`config.mk`:
```
export PLATFORM = sky130hd
export DESIGN_NAME = io_memory
export DESIGN_NICKNAME = d
export VERILOG_FILES = /design/src/rtl/io_memory.sv
export SDC_FILE = /design/constraint.sdc
export NUM_CORES = 1
export LEC_CHECK = 0
export ABC_AREA = 1
export CORE_MARGIN = 3
export CORE_UTILIZATION = 42
export CTS_CLUSTER_DIAMETER = 80
export DETAILED_ROUTE_END_ITERATION = 7
export HOLD_SLACK_MARGIN = 0.03
export PLACE_DENSITY = 0.81
export SLEW_MARGIN = 20
export SYNTH_ARGS = -nofsm -noshare
export SYNTH_HDL_FRONTEND = slang
export SYNTH_SLANG_ARGS = --single-unit
```
`constraint.sdc`:
```
create_clock -name clk -period 1.7 [get_ports clk]
set_input_delay 0.34 -clock clk [delete_from_list [all_inputs] [get_ports clk]]
set_output_delay 0.34 -clock clk [all_outputs]
set_load 0.02 [all_outputs]
```
`src/rtl/io_memory.sv`:
```
// io_memory: memory-mapped LED / seven-segment output registers and switch/key read port
//
// Ports:
//   clk         system clock, rising edge
//   resetN      asynchronous active-low reset
//   isHex       write strobe, hexReg <= dataIn[15:0]
//   isLedr      write strobe, ledr <= dataIn[9:0]
//   isLedg      write strobe, ledg <= dataIn[7:0]
//   isSwitches  read select, 1 = switches, 0 = keys
//   switches    slide switch levels
//   keys        push-button levels, raw
//   dataIn      CPU store data
//   ledr, ledg  LED registers
//   hex0..hex3  active-low segment patterns of hexReg nibbles 0..3
//   ioOut       registered load data, zero-extended
//
// Optional feature: define IO_INPUT_SYNC_EN to pass switches and keys through
// a 2-flop synchronizer, making pin-to-ioOut latency 3 edges.
module io_memory #(
    parameter int DBITS = 32
) (
    input  logic             clk,
    input  logic             resetN,
    input  logic             isHex,
    input  logic             isLedr,
    input  logic             isLedg,
    input  logic             isSwitches,
    input  logic [9:0]       switches,
    input  logic [3:0]       keys,
    input  logic [DBITS-1:0] dataIn,
    output logic [9:0]       ledr,
    output logic [7:0]       ledg,
    output logic [6:0]       hex0,
    output logic [6:0]       hex1,
    output logic [6:0]       hex2,
    output logic [6:0]       hex3,
    output logic [DBITS-1:0] ioOut
);
    logic [15:0]      hex_q;
    logic [9:0]       ledr_q;
    logic [7:0]       ledg_q;
    logic [DBITS-1:0] io_q, io_d;
    logic [9:0]       sw_rd;
    logic [3:0]       key_rd;

`ifdef IO_INPUT_SYNC_EN
    logic [9:0] sw_s1_q, sw_s2_q;
    logic [3:0] key_s1_q, key_s2_q;

    always_ff @(posedge clk or negedge resetN) begin
        if (!resetN) begin
            sw_s1_q  <= '0;
            sw_s2_q  <= '0;
            key_s1_q <= '0;
            key_s2_q <= '0;
        end else begin
            sw_s1_q  <= switches;
            sw_s2_q  <= sw_s1_q;
            key_s1_q <= keys;
            key_s2_q <= key_s1_q;
        end
    end

    assign sw_rd  = sw_s2_q;
    assign key_rd = key_s2_q;
`else
    assign sw_rd  = switches;
    assign key_rd = keys;
`endif

    assign io_d = isSwitches ? {{(DBITS-10){1'b0}}, sw_rd} : {{(DBITS-4){1'b0}}, key_rd};

    always_ff @(posedge clk or negedge resetN) begin
        if (!resetN) begin
            hex_q  <= '0;
            ledr_q <= '0;
            ledg_q <= '0;
            io_q   <= '0;
        end else begin
            if (isHex)  hex_q  <= dataIn[15:0];
            if (isLedr) ledr_q <= dataIn[9:0];
            if (isLedg) ledg_q <= dataIn[7:0];
            io_q <= io_d;
        end
    end

    // Segment bit 0 = a .. bit 6 = g, 0 lights the segment.
    function automatic logic [6:0] seg(input logic [3:0] n);
        case (n)
            4'h0: seg = 7'b1000000;
            4'h1: seg = 7'b1111001;
            4'h2: seg = 7'b0100100;
            4'h3: seg = 7'b0110000;
            4'h4: seg = 7'b0011001;
            4'h5: seg = 7'b0010010;
            4'h6: seg = 7'b0000010;
            4'h7: seg = 7'b1111000;
            4'h8: seg = 7'b0000000;
            4'h9: seg = 7'b0010000;
            4'hA: seg = 7'b0001000;
            4'hB: seg = 7'b0000011;
            4'hC: seg = 7'b1000110;
            4'hD: seg = 7'b0100001;
            4'hE: seg = 7'b0000110;
            default: seg = 7'b0001110;
        endcase
    endfunction

    assign hex0  = seg(hex_q[3:0]);
    assign hex1  = seg(hex_q[7:4]);
    assign hex2  = seg(hex_q[11:8]);
    assign hex3  = seg(hex_q[15:12]);
    assign ledr  = ledr_q;
    assign ledg  = ledg_q;
    assign ioOut = io_q;
endmodule

```
# Word-level counts from Yosys, hierarchy flattened
# Memory sizes are Yosys's and may differ from the RTL's.
# Cells that the tools add are included.
[word_totals]
ff_bits = 44
rom_bits = 448
input_bits = 52
output_inout_bits = 78
mem_count = 4
[mem_list]
columns = ["name", "words", "width", "rd", "rd_ports_with_merged_regs", "write_ports", "line_no", "rtl"]
rows = [
  ["(name not given)", 16, 7, 1, 0, 0, "89", "case (n)"],
  ["(name not given)", 16, 7, 1, 0, 0, "89", ""],
  ["(name not given)", 16, 7, 1, 0, 0, "89", ""],
  ["(name not given)", 16, 7, 1, 0, 0, "89", ""],
]
[op_classes]
muxes = 1
[op_table]
columns = ["operator", "count"]
rows = [
  ["$mux W10", 1],
]

# Logic depth before layout (Yosys ltp)
# Gate-level depths: netlist of the first run.
[depth]
word_depth = 1
depth_mapped = 7

# Worst setup path after synthesis of the first run
# Ideal clock, no wire load.
[synth_timing]
kind = "reg-to-output"
startpoint = "register hex_q[0]"
endpoint = "output port hex0[2]"
t_arrival_ns = 1.242
t_required_ns = 1.360
path_slack_ns = 0.118
stages_incl_launch_ff = 5
cell_sequence = "dfrtp_1 inv_1 ha_1 nand2_1 o21ai_0"
[synth_via]
elab_chain_cells = 1
[synth_rtl]
columns = ["element", "line_no", "rtl"]
rows = [
  ["start: declaration", "39", "logic [15:0] hex_q;"],
  ["start signal: assignment", "80", "if (isHex) hex_q <= dataIn[15:0];"],
  ["$mem_v2 Z16 W7", "--", ""],
  ["end: declaration", "33", "output logic [6:0] hex0,"],
]
# Every way passes these cells.

# Worst setup path after layout of the first run
[layout_timing]
startpoint = "register hex_q[1]"
endpoint = "output port hex0[5]"
# Same word-level chain as after synthesis.

==> flow_metrics.env, run 1 <==
export IMPL_irDropWorstVdd_mv=0.547
export IMPL_hold_violations=0
export IMPL_via_per_inst=4.90
export IMPL_violations="negative setup slack"
export IMPL_n_antenna_cell=0
export IMPL_die_x_microns=88.3
export IMPL_cts_max_level=2
export IMPL_relSlewSlack=0.642
export IMPL_cts_buffers=5
export IMPL_antenna_found_initial=0
export IMPL_ctsRootBufferMaster="clkbuf_8"
export IMPL_post_route_period_util=1.07
export IMPL_dp_hpwl_mm=5.19
export IMPL_globalRouteOverflowTotal=0
export IMPL_die_h_microns=88.3
export IMPL_fmax_mhz=550
export IMPL_place_congestion=0.895
export IMPL_tightest_slew_ps=535
export IMPL_critPathRequiredTime_ps=1360
export IMPL_area_growth_pct=64.2
export IMPL_period_minus_slack_ps=1820
export IMPL_wl_per_cell_microns=13.9
export IMPL_grt_pass1_wl_mm=12.3
export IMPL_ys_warn_count=0
export IMPL_ys_ff_latch=44
export IMPL_cts_buffer_depth=2
export IMPL_critical_path_class="flip-flop to primary output"
export IMPL_status="finished with violations"
export IMPL_synth_area_leaders="dfrtp_1, nand2_1, ha_1"
export IMPL_tns_ps=-1520
export IMPL_synth_cell_types=15
export IMPL_place_area_sq_um=3930
export IMPL_cts_tree="yes"
export IMPL_clk_latency_ps=300
export IMPL_yosysTopAreaCellShare=0.387
export IMPL_first_pass_iters=5
export IMPL_gr_usage_all_layers=0.198
export IMPL_core_sq_um=6460
export IMPL_rsz0062_at_grt="true"
export IMPL_cts_sinks=44
export IMPL_ioPinCount=130
export IMPL_leakage_nw=2.30
export IMPL_dieArea_sq_um=7800
export IMPL_grt_start_max_net_pins=45
export IMPL_cp_end_kind="primary output"
export IMPL_initial_core_util=0.441
export IMPL_drc=0
export IMPL_final_cell_area_sq_um=4680
export IMPL_slew_violations=0
export IMPL_drt_iter0_drc=59
export IMPL_path_clk_slew_ps=80
export IMPL_final_nets=586
export IMPL_power_mw=3.41
export IMPL_start_kind="flip-flop"
export IMPL_placementRows=29
export IMPL_multi_input_area_sq_um=1870
export IMPL_power_density_nw_per_um2=730
export IMPL_vias=2862
export IMPL_arrival_ps=1480
export IMPL_synth_avg_cell_area_sq_um=7.45
export IMPL_drtAntennaViolNets=0
export IMPL_finalSetupViolCount=26
export IMPL_seqCellArea_sq_um=1100
export IMPL_syn_inst=382
export IMPL_final_setup_skew_ps=0
export IMPL_hp_class="flip-flop to flip-flop"
export IMPL_portBuffers=91
export IMPL_drive_gt1_frac=0.365
export IMPL_grt_pass1_vias=2819
export IMPL_wirelength_mm=8.15
export IMPL_drv_cap=0
export IMPL_path_max_fanout=4
export IMPL_finalWorstSetupSlack_ps=-118
export IMPL_synthesis_area_sq_um=2850
export IMPL_seq_area_frac_synth=0.387
export IMPL_n_fill_cell=490
export IMPL_synth_largest_area_cell="dfrtp_1"
cells by family (layout without fill, tap and decap cells):
| group | after synthesis | count (layout) | share of synthesized area |
|---|---|---|---|
| AND/OR/NAND/NOR | 169 | 169 | 0.239 |
| buffers and inverters | 90 | 194 | 0.162 |
| AO/OA/AOI/OAI | 50 | 50 | 0.0879 |
| flip-flops | 44 | 44 | 0.387 |
| adder cells (fa/ha/maj) | 28 | 28 | 0.123 |
| other | 1 | 22 | 0.00132 |
flip-flops by register name (all words and copies together), names as in the netlist:
name   flops
ledg       8
ledr      10
ioOut     10
hex_q     16
report_power, final:
group / leakage [nW] / total (mW) / switching [mW] / internal (mW)
sequential: 0.538 / 1.21 / 0.0793 / 1.13
combinational: 1.72 / 1.54 / 0.845 / 0.696
clock: 0.0414 / 0.661 / 0.369 / 0.293
total: 2.30 / 3.41 / 1.29 / 2.12
final timing paths:
check,endpoint,from,slack [ps],cells after the start
min in group asynchronous,ioOut[1],resetN,550,3
setup / recovery,hex0[5],hex_q[1],-120,7
max in group asynchronous,hex_q[8],resetN,930,3
setup reg to reg,hex_q[1],hex_q[1],600,5
hold / removal,ledr[2],ledr[2],530,2
hold reg to reg,ledr[2],ledr[2],530,2
synthesized netlist by cell type:
cell     instances
a21oi_1          6
buf_1            1
buf_2            5
buf_4           25
buf_6            3
conb_1           1
dfrtp_1         44
ha_1            28
inv_1           53
inv_2            3
nand2_1        116
nand2_2          3
nand3_1         32
nor2_1          18
o21ai_0         44
layer usage:
| metal | GRT usage | routed length, microns |
|---|---|---|
| met1 | 0.212 | 3010 |
| met2 | 0.354 | 4300 |
| met3 | 0.0764 | 686 |
| met4 | 0.0687 | 150 |
| met5 | 0 | 0 |
layout by cell type, fill, tap and decap left out, drive strengths merged:
cell type	netlist	routed
a21oi	6	6
buf	34	67
clkbuf	0	6
clkdlybuf4s50	0	62
clkinv	0	1
clkinvlp	0	1
conb	1	22
dfrtp	44	44
dlygate4sd3	0	1
ha	28	28
inv	56	56
nand2	119	119
nand3	32	32
nor2	18	18
o21ai	44	44
final cells by class:
cell class	instances	share of cell area
inverter	56	0.0498
timing repair buffer	130	0.275
clock buffer	6	0.0155
tap	77	0.0206
sequential	44	0.235
multi-input combinational	269	0.400
clock inverter	2	0.00348
critical path: stages (launching register included):
cell and delay, ps:
dfrtp_1 440, buf_6 160, ha_4 170, nand2_4 90, o21ai_2 50, nand2_1 60, nand2_1 80, buf_6 130
per-stage QoR:
stage	util	instances	hold WS, ps	setup WS (ps)
2_1_floorplan	-	403	44.4	118
3_3_place_gp	0.608	567	337	-247
3_5_place_dp	0.608	567	342	-268
4_1_cts	0.673	581	532	-77.2
5_1_grt	0.724	584	555	-211
6_report	0.724	584	527	-118
what timing repair did:
item	CTS	global route
hold buffers	1	0
endpoints found under the hold margin	44	0
setup buffers	5	3
gates resized for setup	234	88
pin swaps	31	37
setup endpoints to repair	28	28
Note: power is estimated with default switching activity, not from simulation.
==> run 2, diff against run 1 <==
REMOVE_ABC_BUFFERS = 1   (was unset)
SETUP_SLACK_MARGIN = 0.05   (was unset)
==> flow_metrics.env, run 2 (synthesis results as in run 1) <==
export IMPL_status="finished with violations"
export IMPL_violations="negative setup slack"
export IMPL_drive_gt1_frac=0.368
export IMPL_initial_core_util=0.441
export IMPL_ff2ff_path_depth=5
export IMPL_dieArea_sq_um=7800
export IMPL_cts_buffers=5
export IMPL_grt_pass1_wl_mm=12.9
export IMPL_worst_path_stages=7
export IMPL_final_nets=592
export IMPL_path_buf_inv=2
export IMPL_via_per_inst=4.84
export IMPL_path_clk_slew_ps=80
export IMPL_tns_ps=-1560
export IMPL_critPathRequiredTime_ps=1360
export IMPL_r2r_start="hex_q[4]"
export IMPL_cp_top_family="flip-flops"
export IMPL_ctsRootBufferMaster="clkbuf_8"
export IMPL_power_density_nw_per_um2=753
export IMPL_globalRouteOverflowTotal=0
export IMPL_place_congestion=0.947
export IMPL_wl_per_cell_microns=13.8
export IMPL_dp_hpwl_mm=5.35
export IMPL_final_cell_mix="nand2_1, clkdlybuf4s50_1, dfrtp_1"
export IMPL_area_growth_pct=71.0
export IMPL_wirelength_mm=8.13
export IMPL_drtAntennaViolNets=0
export IMPL_min_path_cells=2
export IMPL_start_kind="flip-flop"
export IMPL_die_x_microns=88.3
export IMPL_cp_end_kind="primary output"
export IMPL_ioPinCount=130
export IMPL_cts_tree="yes"
export IMPL_rsz0062_at_grt="true"
export IMPL_cts_max_level=2
export IMPL_grt_pass1_vias=2855
export IMPL_critical_path_class="flip-flop to primary output"
export IMPL_fmax_mhz=551
export IMPL_antenna_found_initial=0
export IMPL_die_h_microns=88.3
export IMPL_path_max_fanout=4
export IMPL_cpMaxStageDelayCell="dfrtp_1"
export IMPL_irDropWorstVdd_mv=0.533
export IMPL_drc=0
export IMPL_largest_reg_flops=16
export IMPL_arrival_ps=1470
export IMPL_crit_chain="buf_6 -> ha_4 -> nand2_4 -> nand2_4 -> nor2_4 -> nor2_2 -> buf_6"
export IMPL_hold_slack_ps=525
export IMPL_finalSetupViolCount=25
export IMPL_first_pass_iters=4
export IMPL_seqCellArea_sq_um=1100
export IMPL_n_antenna_cell=0
export IMPL_final_setup_skew_ps=0
export IMPL_cts_buffer_depth=2
export IMPL_placementRows=29
export IMPL_multi_input_area_sq_um=1910
export IMPL_drv_cap=0
export IMPL_hp_start="ledg[3]"
export IMPL_period_minus_slack_ps=1810
export IMPL_clk_latency_ps=300
export IMPL_leakage_nw=2.51
export IMPL_cp_startpoint="hex_q[4]"
export IMPL_core_sq_um=6460
export IMPL_slew_violations=0
export IMPL_post_route_period_util=1.07
export IMPL_final_common_cell="nand2_1"
export IMPL_hold_violations=0
export IMPL_gr_usage_all_layers=0.208
export IMPL_portBuffers=91
export IMPL_pre_cts_ws_ps=-291
export IMPL_critPathMaxStageDelay_ps=430
export IMPL_finalWorstSetupSlack_ps=-115
export IMPL_regMostFlops="hex_q"
export IMPL_drt_iter0_drc=115
export IMPL_hp_class="flip-flop to flip-flop"
export IMPL_n_fill_cell=432
export IMPL_vias=2858
export IMPL_grt_start_max_net_pins=33
export IMPL_cts_sinks=44
-- run 2: cell count changes in the layout (fill, tap and decap cells not counted), moves of 3 or more --
cell             change
nand2_1              +4
nand2_2              -6
buf_12               +3
buf_4                +3
dlymetal6s2s_1      +12
inv_2                -3
ha_2                 -3
clkdlybuf4s50_1     -12
ha_4                 +3
-- run 2: power by group --
part | switching (mW) | leakage (nW) | internal, mW
clock network | 0.356 | 0.0645 | 0.519
logic | 0.856 | 1.91 | 0.725
registers | 0.0788 | 0.537 | 1.13
total | 1.29 | 2.51 | 2.38
-- run 2: final cells by class --
class,count,share of cell area
clock buffers,7,0.0198
repair buffers,136,0.287
clock inverters,1,0.00617
flip-flops and latches,44,0.226
well taps,77,0.0198
inverters,56,0.0483
multi-input cells,269,0.393
-- run 2: path summary, 6_finish.rpt --
| path | slack (ps) | endpoint |
|---|---|---|
| min reg2reg | 520 | ledg[3] |
| max in group asynchronous | 660 | hex_q[13] |
| min | 520 | ledg[3] |
| max reg2reg | 620 | hex_q[4] |
| min in group asynchronous | 530 | ioOut[9] |
| max | -110 | hex1[6] |
-- run 2: what timing repair did --
action	CTS	global route
hold buffers	1	0
hold endpoints to repair	19	0
cloned	0	0
endpoints found under the setup margin	28	40
gates resized for setup	274	64
pin swaps	31	26
setup buffers	6	4
-- run 2: per-layer routing --
layer | GRT usage | wire [microns] | vias up
met3 | 0.0745 | 680 | 12
met5 | 0 | 0 | -
li1 | - | - | 1397
met2 | 0.373 | 4200 | 109
met1 | 0.234 | 3150 | 1340
met4 | 0.0549 | 106 | 0
-- run 2: stage by stage --
| stage | cell area, sq um | utilization | cells | total power [mW] |
|---|---|---|---|---|
| 2_1_floorplan | 2680 | - | 369 | 1.80 |
| 3_3_place_gp | 3970 | 0.614 | 572 | 2.42 |
| 3_5_place_dp | 3970 | 0.614 | 572 | 2.45 |
| 4_1_cts | 4600 | 0.712 | 586 | 3.53 |
| 5_1_grt | 4870 | 0.754 | 590 | 3.86 |
| 6_report | 4870 | 0.754 | 590 | 3.67 |
-- run 2: worst register-to-register path, stage by stage, from the launching register on --
cell and delay (ps):
dfrtp_1 430, inv_4 90, buf_6 130, buf_4 120, buf_4 120, o21ai_0 120
==> run 3, diff against run 2 <==
GPL_ROUTABILITY_DRIVEN = 0   (was unset)
==> results of run 3 <==
Final layout, timing and power as in run 2 (identical DEF).
